==> config.mk <==
export PLATFORM = sky130hd
export DESIGN_NAME = seg7_scan
export DESIGN_NICKNAME = d
export VERILOG_FILES = /design/src/rtl/seg7_pkg.sv /design/src/rtl/hex_to_seg7.sv /design/src/rtl/seg7_scan.sv
export SDC_FILE = /design/constraint.sdc
export NUM_CORES = 1
export LEC_CHECK = 0
export CORE_AREA = 2 2 80 82
export DETAILED_ROUTE_END_ITERATION = 10
export DIE_AREA = 0 0 82 84
export GPL_TIMING_DRIVEN = 1
export PLACE_DENSITY_LB_ADDON = 0.2
export SLEW_MARGIN = 10
export SYNTH_ARGS = -nofsm -noshare
export SYNTH_HDL_FRONTEND = slang
export SYNTH_SLANG_ARGS = --single-unit
==> constraint.sdc <==
create_clock -name clk -period 2.16 [get_ports clk]
set_input_delay 0.432 -clock clk [delete_from_list [all_inputs] [get_ports clk]]
set_output_delay 0.432 -clock clk [all_outputs]
set_load 0.1 [all_outputs]
==> src/rtl/seg7_pkg.sv <==
// seg7_pkg: shared types and glyph table for the seg7_scan display driver.
// Segment order is gfedcba, logical active-high (bit0 = a).
package seg7_pkg;

  typedef logic [6:0] seg_t;

  localparam int SEG_A = 0;
  localparam int SEG_B = 1;
  localparam int SEG_C = 2;
  localparam int SEG_D = 3;
  localparam int SEG_E = 4;
  localparam int SEG_F = 5;
  localparam int SEG_G = 6;

  localparam seg_t SEG_BLANK = 7'h00;

  // Index 15 (F) first, index 0 (0) last.
  localparam logic [15:0][6:0] SEG7_LUT = {
    7'h71, 7'h79, 7'h5E, 7'h39,
    7'h7C, 7'h77, 7'h6F, 7'h7F,
    7'h07, 7'h7D, 7'h6D, 7'h66,
    7'h4F, 7'h5B, 7'h06, 7'h3F
  };

endpackage

==> src/rtl/hex_to_seg7.sv <==
// hex_to_seg7: combinational nibble to 7-segment glyph decoder.
// Output is logical active-high; pin polarity is applied by the caller.
module hex_to_seg7
  import seg7_pkg::*;
(
  input  logic [3:0] i_nib,
  output seg_t       o_seg
);

  assign o_seg = SEG7_LUT[i_nib];

endmodule

==> src/rtl/seg7_scan.sv <==
// seg7_scan: multiplexed 7-seg scanner with frame-boundary digit update.
// Optional leading-zero blanking when SEG7_SCAN_LZB_EN is defined.
module seg7_scan
  import seg7_pkg::*;
#(
  parameter int DIGITS         = 4,
  parameter int REFRESH_DIV    = 1000,
  parameter int SEG_ACTIVE_LOW = 1,
  parameter int AN_ACTIVE_LOW  = 1
) (
  input  logic                  clk,
  input  logic                  reset,
  input  logic [4*DIGITS-1:0]   digits_in,
  input  logic [DIGITS-1:0]     dp_in,
  input  logic                  load,
  output logic [DIGITS-1:0]     an,
  output seg_t                  seg,
  output logic                  dp,
  output logic                  frame_done
);

  localparam int PW = $clog2(REFRESH_DIV);
  localparam int IW = $clog2(DIGITS);

  localparam logic [PW-1:0] PRE_MAX = PW'(REFRESH_DIV - 1);
  localparam logic [IW-1:0] IDX_MAX = IW'(DIGITS - 1);

  // XOR masks: pin value of an "off" output under each polarity.
  localparam logic [DIGITS-1:0] AN_OFF =
    (AN_ACTIVE_LOW != 0) ? {DIGITS{1'b1}} : {DIGITS{1'b0}};
  localparam seg_t SEG_OFF =
    (SEG_ACTIVE_LOW != 0) ? 7'h7F : 7'h00;
  localparam logic DP_OFF = (SEG_ACTIVE_LOW != 0);

  logic [PW-1:0]       r_pre;
  logic [IW-1:0]       r_idx;
  logic [4*DIGITS-1:0] r_pend_dig;
  logic [DIGITS-1:0]   r_pend_dp;
  logic                r_pend;
  logic [4*DIGITS-1:0] r_disp_dig;
  logic [DIGITS-1:0]   r_disp_dp;

  logic                w_tick;
  logic                w_bound;
  logic [3:0]          w_nib;
  seg_t                w_seg;
  logic [DIGITS-1:0]   w_onehot;
  logic                w_blank;

  assign w_tick   = (r_pre == PRE_MAX);
  assign w_bound  = w_tick && (r_idx == IDX_MAX);
  assign w_nib    = r_disp_dig[4*r_idx +: 4];
  assign w_onehot = DIGITS'(1) << r_idx;

  hex_to_seg7 u_dec (
    .i_nib (w_nib),
    .o_seg (w_seg)
  );

`ifdef SEG7_SCAN_LZB_EN
  logic [DIGITS-1:0] w_keep;

  // Keep a slot lit if it or any more-significant digit is nonzero.
  always_comb begin : lzb
    logic v_nz;
    v_nz   = 1'b0;
    w_keep = '0;
    for (int i = DIGITS - 1; i >= 0; i--) begin
      v_nz      = v_nz | (r_disp_dig[4*i +: 4] != 4'h0);
      w_keep[i] = v_nz | (i == 0);
    end
  end

  assign w_blank = ~w_keep[r_idx];
`else
  assign w_blank = 1'b0;
`endif

  // Prescaler and digit index walk the anodes.
  always_ff @(posedge clk or posedge reset) begin
    if (reset) begin
      r_pre <= '0;
      r_idx <= '0;
    end else if (w_tick) begin
      r_pre <= '0;
      r_idx <= (r_idx == IDX_MAX) ? '0 : r_idx + IW'(1);
    end else begin
      r_pre <= r_pre + PW'(1);
    end
  end

  // Pending/display pair: display only changes on a frame boundary.
  always_ff @(posedge clk or posedge reset) begin
    if (reset) begin
      r_pend_dig <= '0;
      r_pend_dp  <= '0;
      r_pend     <= 1'b0;
      r_disp_dig <= '0;
      r_disp_dp  <= '0;
    end else begin
      if (load) begin
        r_pend_dig <= digits_in;
        r_pend_dp  <= dp_in;
      end
      if (w_bound) begin
        r_pend <= 1'b0;
        if (load) begin
          r_disp_dig <= digits_in;
          r_disp_dp  <= dp_in;
        end else if (r_pend) begin
          r_disp_dig <= r_pend_dig;
          r_disp_dp  <= r_pend_dp;
        end
      end else if (load) begin
        r_pend <= 1'b1;
      end
    end
  end

  // Pin registers: polarity applied here, anode and segments switch together.
  always_ff @(posedge clk or posedge reset) begin
    if (reset) begin
      an         <= AN_OFF;
      seg        <= SEG_OFF;
      dp         <= DP_OFF;
      frame_done <= 1'b0;
    end else begin
      an         <= (w_blank ? '0 : w_onehot) ^ AN_OFF;
      seg        <= (w_blank ? SEG_BLANK : w_seg) ^ SEG_OFF;
      dp         <= (~w_blank & r_disp_dp[r_idx]) ^ DP_OFF;
      frame_done <= w_bound;
    end
  end

endmodule

==> impl_metrics.env, run 1 <==
export IMPL_status="finished clean"
export IMPL_placed_cells=315
export IMPL_cp_num_buf_inv=1
export IMPL_p_leak_nw=1.57
export IMPL_postCtsSetupRepairBufs=0
export IMPL_grt_overflow_total=0
export IMPL_place_ws_ns=0.172
export IMPL_synthesis_nets=235
export IMPL_via_per_inst=5.02
export IMPL_synth_ff_type="dfrtp_1"
export IMPL_p_int_mw=1.96
export IMPL_grt_max_degree=25
export IMPL_synthCells=201
export IMPL_die_h_um=84
export IMPL_cts_tree="yes"
export IMPL_utilization_pct=58.1
export IMPL_slew_violations=0
export IMPL_syn_to_final_growth_pct=23.5
export IMPL_cts_clk_slew_worst_paths_ns=0.07
export IMPL_fin_hold_ws_ns=0.434
export IMPL_dr_pass1_iters=4
export IMPL_hold_viol_final=0
export IMPL_wl_mm=4.71
export IMPL_p_per_area_nw_per_um2=723
export IMPL_slowest_stage="dfrtp_1"
export IMPL_clkPwrFrac_pct=37.7
export IMPL_ios=36
export IMPL_dr_total_vias=1660
export IMPL_r2r_slack_ns=0.18
export IMPL_row_count=29
export IMPL_cts_sinks=66
export IMPL_p_switching_uw=607
export IMPL_synth_edff_count=0
export IMPL_rr_worst_depth=6
export IMPL_rsz0062_at_grt="no"
export IMPL_ys_types=32
export IMPL_cts_buffers=9
export IMPL_syn_area_um2=2870
export IMPL_dieArea_um2=6890
export IMPL_crit_fanout=20
export IMPL_coreArea_um2=6100
export IMPL_worstReg2RegStart="r_pre[0]"
export IMPL_worstHoldPathType="primary input to async pin"
export IMPL_cts_max_level=3
export IMPL_synth_warnings=0
export IMPL_seq_area_frac_synth_pct=58.1
export IMPL_pwr_share_seq_pct=51.6
export IMPL_slowest_delay_ns=0.40
export IMPL_peakVddDrop_mv=0.391
export IMPL_crit_path_start_kind="flop"
export IMPL_post_route_min_period_ns=1.98
export IMPL_die_x_um=82
export IMPL_synth_async_reset_ratio_pct=100
export IMPL_io_buffers=35
export IMPL_gp_congestion=0.778
export IMPL_worstPathRequired_ns=2.37
export IMPL_cts_root_buf="clkbuf_8"
export IMPL_swShare_pct=23.7
export IMPL_cts_hold_fix_buffers=0
export IMPL_place_detailed_hpwl_mm=3.23
export IMPL_min_period_over_period_pct=91.5
export IMPL_comb_power_share_pct=10.7
export IMPL_cp_depth=6
export IMPL_cts_resized=0
export IMPL_drive_above_1_share_pct=38.2
export IMPL_r2r_end="r_disp_dig[12]"
export IMPL_crit_chain="ha_2, and3_1, nand3_1, nor4_4, buf_12, mux2_2"
export IMPL_drv_cap=0
export IMPL_tightest_slew_ns=0.477
export IMPL_syn_avg_cell_area_um2=14.3
export IMPL_path_class="flop to flop"
export IMPL_detail_route_antenna_nets=0
export IMPL_cp_top_family="simple AND/OR/NAND/NOR gates"
export IMPL_grt_antenna_before_repair=0
export IMPL_synth_seq_cells=66
export IMPL_diodes=0
export IMPL_start_util_pct=47.1
export IMPL_avgRoutedWirePerCell_um=14.2
export IMPL_fin_nets=283
export IMPL_relSlewSlack_pct=68.2
export IMPL_fin_tns_setup_ns=0
export IMPL_skew_ns=0.00708
export IMPL_fin_cells=331
export IMPL_clk_latency_ns=0.33
export IMPL_drc=0
export IMPL_grt_pass1_vias=1728
export IMPL_fin_ws_ns=0.183
export IMPL_fmax_mhz=506
export IMPL_drtIter0Drc=56
export IMPL_clock_path_buffers=2
export IMPL_crit_path_end_kind="flop"
export IMPL_grt_pass1_wl_mm=8.34
export IMPL_critPathLaunch="r_pre[0]"
export IMPL_grtUsageTotal_pct=16.4
export IMPL_finalSetupViolations=0
export IMPL_worstPathArrival_ns=2.19
flip-flops by register name, indices dropped and copies added (netlist names):
register	flops
r_disp_dp	4
r_disp_dig	16
r_pend_dp	4
an	4
r_pre	10
seg	7
frame_done	1
r_pend	1
r_pend_dig	16
r_idx	2
dp	1
area by class of cell:
| type | instances | area (µm²) |
|---|---|---|
| multi-input cells | 116 | 1120 |
| well taps | 77 | 96.3 |
| clock inverters | 3 | 40.0 |
| clock buffers | 13 | 139 |
| repair buffers | 44 | 435 |
| flip-flops and latches | 66 | 1670 |
| inverters | 12 | 45.0 |
| fillers | 500 | 2550 |
stage by stage:
step	power, mW	cell area [µm²]
3_3_place_gp	1.62	3360
2_1_floorplan	1.53	2870
5_1_grt	2.70	3540
6_report	2.56	3540
4_1_cts	2.60	3540
3_5_place_dp	1.62	3360
routing by layer:
layer | global-route usage (%) | part of all wire (%)
met2 | 23.4 | 48
met1 | 22.8 | 48
met5 | 0 | 0
met3 | 5.19 | 3.3
met4 | 7.27 | 1.1
kinds of logic (layout without fill, tap and decap cells):
| kind of cell | count (synthesis) | in the layout | share of synthesized area, % |
|---|---|---|---|
| buffers and inverters | 19 | 72 | 3.27 |
| and+or+nand+nor | 37 | 37 | 6.50 |
| xor gates and xnor gates | 6 | 6 | 1.83 |
| DFF | 66 | 66 | 58.1 |
| muxes | 53 | 53 | 23.4 |
| adders and majority gates | 11 | 11 | 4.80 |
| AOI/OAI and AO/OA | 9 | 9 | 2.14 |
layout by cell type, fill, tap and decap left out, drive strengths merged:
cell type | netlist | layout
dfstp | 12 | 12
a21oi | 1 | 1
nor3b | 2 | 2
dfrtp | 54 | 54
mux4 | 6 | 6
xnor2 | 3 | 3
mux2 | 44 | 44
nor2 | 12 | 12
mux2i | 3 | 3
or2 | 1 | 1
nor3 | 3 | 3
inv | 12 | 12
clkinv | 0 | 2
xor2 | 3 | 3
clkbuf | 3 | 13
nor4 | 1 | 1
a32o | 1 | 1
nor2b | 1 | 1
a22o | 1 | 1
o22ai | 2 | 2
bufinv | 0 | 1
a21boi | 1 | 1
clkdlybuf4s50 | 0 | 22
o21ai | 2 | 2
and2 | 1 | 1
ha | 11 | 11
and3 | 2 | 2
nand2 | 7 | 7
o21bai | 1 | 1
nand3 | 6 | 6
buf | 4 | 22
nand2b | 1 | 1
how the worst max path moves through the flow:
stage | endpoint
finish | r_disp_dig[12]
global route | r_disp_dig[11]
CTS | r_disp_dig[12]
detailed placement | r_disp_dig[12]
global placement | r_disp_dig[6]
floorplan | frame_done
cells in the mapped netlist, types with 2 or more instances:
master    number  area share [%]
and3_1         2            0.44
buf_4          2            0.52
buf_6          2            0.78
clkbuf_1       3            0.39
dfrtp_1       54              47
dfstp_2       12              11
ha_1          11             4.8
inv_1         12             1.6
mux2_2        44              17
mux2i_1        3             1.0
mux4_1         3             2.7
mux4_2         3             2.4
nand2_1        7            0.92
nand3_1        6             1.0
nor2_1        12             1.6
nor3_1         3            0.52
o21ai_0        2            0.35
o22ai_1        2            0.44
xnor2_1        3            0.92
xor2_1         3            0.92
worst reg2reg max path, stage by stage, from the launching register on:
cell and delay (ns):
dfrtp_1 0.40, ha_2 0.23, and3_1 0.23, nand3_1 0.16
nor4_4 0.28, buf_12 0.21, mux2_2 0.35
power groups by stage:
stage	logic, mW	registers [mW]	clock network (mW)
final	0.273	1.32	0.966
after global routing	0.299	1.33	1.07
after CTS	0.278	1.32	0.995
after detailed placement	0.277	1.35	0
after global placement	0.276	1.34	0
after floorplan	0.112	1.41	0
Note: power is estimated with default switching activity, not from simulation.
==> inputs of run 2 (changes only) <==
- CTS_CLUSTER_SIZE: not set -> 40
- REMOVE_ABC_BUFFERS: not set -> 1
==> impl_metrics.env, run 2 (synthesis gave the netlist of run 1 again) <==
export IMPL_worstPathRequired_ns=2.40
export IMPL_detail_route_antenna_nets=0
export IMPL_fmax_mhz=500
export IMPL_hold_viol_final=0
export IMPL_crit_fanout=6
export IMPL_cts_root_buf="clkbuf_8"
export IMPL_skew_ns=0.00394
export IMPL_cts_resized=0
export IMPL_worstReg2RegStart="r_idx[0]"
export IMPL_layout_common_cells="54 x dfrtp_1, 44 x mux2_2, 22 x clkdlybuf4s50_1, 22 x buf_4"
export IMPL_rsz0062_at_grt="no"
export IMPL_fin_hold_ws_ns=0.478
export IMPL_p_int_mw=2.10
export IMPL_grt_overflow_total=0
export IMPL_fin_area_um2=3540
export IMPL_rr_worst_depth=5
export IMPL_cts_sinks=66
export IMPL_cts_buffers=9
export IMPL_grt_max_degree=67
export IMPL_worstHoldPathType="primary input to async pin"
export IMPL_drive_above_1_share_pct=38.0
export IMPL_reg_top3="r_disp_dig: 16 flops, r_pend_dig: 16 flops, r_pre: 10 flops"
export IMPL_clk_latency_ns=0.32
export IMPL_cts_hold_fix_buffers=0
export IMPL_relSlewSlack_pct=73.1
export IMPL_cts_tree="yes"
export IMPL_finalSetupViolations=0
export IMPL_status="finished clean"
export IMPL_final_common_cell="dfrtp_1"
export IMPL_cts_max_level=3
export IMPL_gp_congestion=0.747
export IMPL_peakVddDrop_mv=0.416
export IMPL_clkPwrFrac_pct=41.2
export IMPL_grt_pass1_wl_mm=7.95
export IMPL_grt_pass1_vias=1725
export IMPL_p_leak_nw=1.58
export IMPL_coreArea_um2=6100
export IMPL_die_x_um=82
export IMPL_grt_antenna_before_repair=0
export IMPL_dpl_cell_area_um2=3330
export IMPL_p_per_area_nw_per_um2=763
export IMPL_crit_path_start_kind="flop"
export IMPL_drc=0
export IMPL_grtUsageTotal_pct=15.5
export IMPL_utilization_pct=58.1
export IMPL_ios=36
export IMPL_postCtsSetupRepairBufs=0
export IMPL_pwr_share_seq_pct=48.9
export IMPL_avgRoutedWirePerCell_um=14.0
export IMPL_cts_clk_slew_worst_paths_ns=0.07
export IMPL_r2r_end="seg[3]"
export IMPL_r2r_slack_ns=0.16
export IMPL_comb_power_share_pct=9.9
export IMPL_min_period_over_period_pct=92.7
export IMPL_p_switching_uw=603
export IMPL_drtIter0Drc=94
export IMPL_swShare_pct=22.3
export IMPL_post_route_min_period_ns=2.00
export IMPL_wl_mm=4.63
export IMPL_drv_cap=0
export IMPL_start_util_pct=47.1
export IMPL_dr_pass1_iters=2
export IMPL_die_h_um=84
export IMPL_slew_violations=0
export IMPL_fillers=516
export IMPL_diodes=0
export IMPL_io_buffers=35
export IMPL_dieArea_um2=6890
export IMPL_via_per_inst=5.00
export IMPL_crit_path_end_kind="flop"
export IMPL_syn_to_final_growth_pct=23.5
export IMPL_tightest_slew_ns=0.400
export IMPL_clock_path_buffers=2
export IMPL_dr_total_vias=1661
export IMPL_power_mw=2.71
export IMPL_path_class="flop to flop"
export IMPL_row_count=29
export IMPL_worstPathArrival_ns=2.25
export IMPL_fin_nets=284
export IMPL_place_detailed_hpwl_mm=3.30
==> run 2: cell count changes in the layout (fill, tap and decap cells not counted) <==
cell / change
buf_12: -3
buf_4: +4
bufinv_16: +1
clkbuf_8: +1
clkinv_2: -2
ha_1: +1
ha_2: -1
==> run 2: per-layer routing <==
layer	GRT usage (%)	wire length (µm)
met3	4.11	168
met5	0	0
met2	23.9	2270
met1	20.3	2120
met4	7.27	74
==> run 2: critical path: stages (launching register included) <==
cell and delay (ns):
dfrtp_1 0.40, mux4_1 0.69, inv_1 0.18, ha_1 0.16, inv_1 0.05, mux4_2 0.44
==> run 2: how the worst max path moves through the flow <==
stage / from / to / slack, ns
after floorplan: r_pre[0] / r_disp_dig[0] / -0.51
after global placement: load / r_disp_dig[1] / 0.13
after detailed placement: load / r_disp_dig[10] / 0.08
after CTS: r_pre[0] / r_disp_dig[10] / 0.1
after global routing: r_pre[0] / r_disp_dig[2] / 0.04
final: r_idx[0] / seg[3] / 0.16
==> run 2: through the flow <==
| stage | setup TNS, ns | setup slack, ns | std cells |
|---|---|---|---|
| global placement | 0 | 0.128 | 316 |
| finish | 0 | 0.158 | 332 |
| CTS | 0 | 0.0992 | 332 |
| floorplan | -10.27 | -0.513 | 194 |
| detailed placement | 0 | 0.0832 | 316 |
| global route | 0 | 0.0412 | 332 |
==> run 2: final cells by class <==
class	count	area (µm²)	area share, %
Tap cell	77	96.3	2.72
Multi-Input combinational cell	116	1120	31.6
Inverter	12	45.0	1.27
Sequential cell	66	1670	47.0
Clock buffer	14	153	4.31
Timing Repair Buffer	45	405	11.4
Clock inverter	2	60.1	1.69
==> run 2: power by group through the flow <==
stage	combinational, mW	sequential (mW)	clock, mW
after global routing	0.289	1.33	1.20
after floorplan	0.105	1.41	0
after CTS	0.273	1.32	1.14
final	0.268	1.32	1.12
after detailed placement	0.273	1.35	0
after global placement	0.269	1.34	0
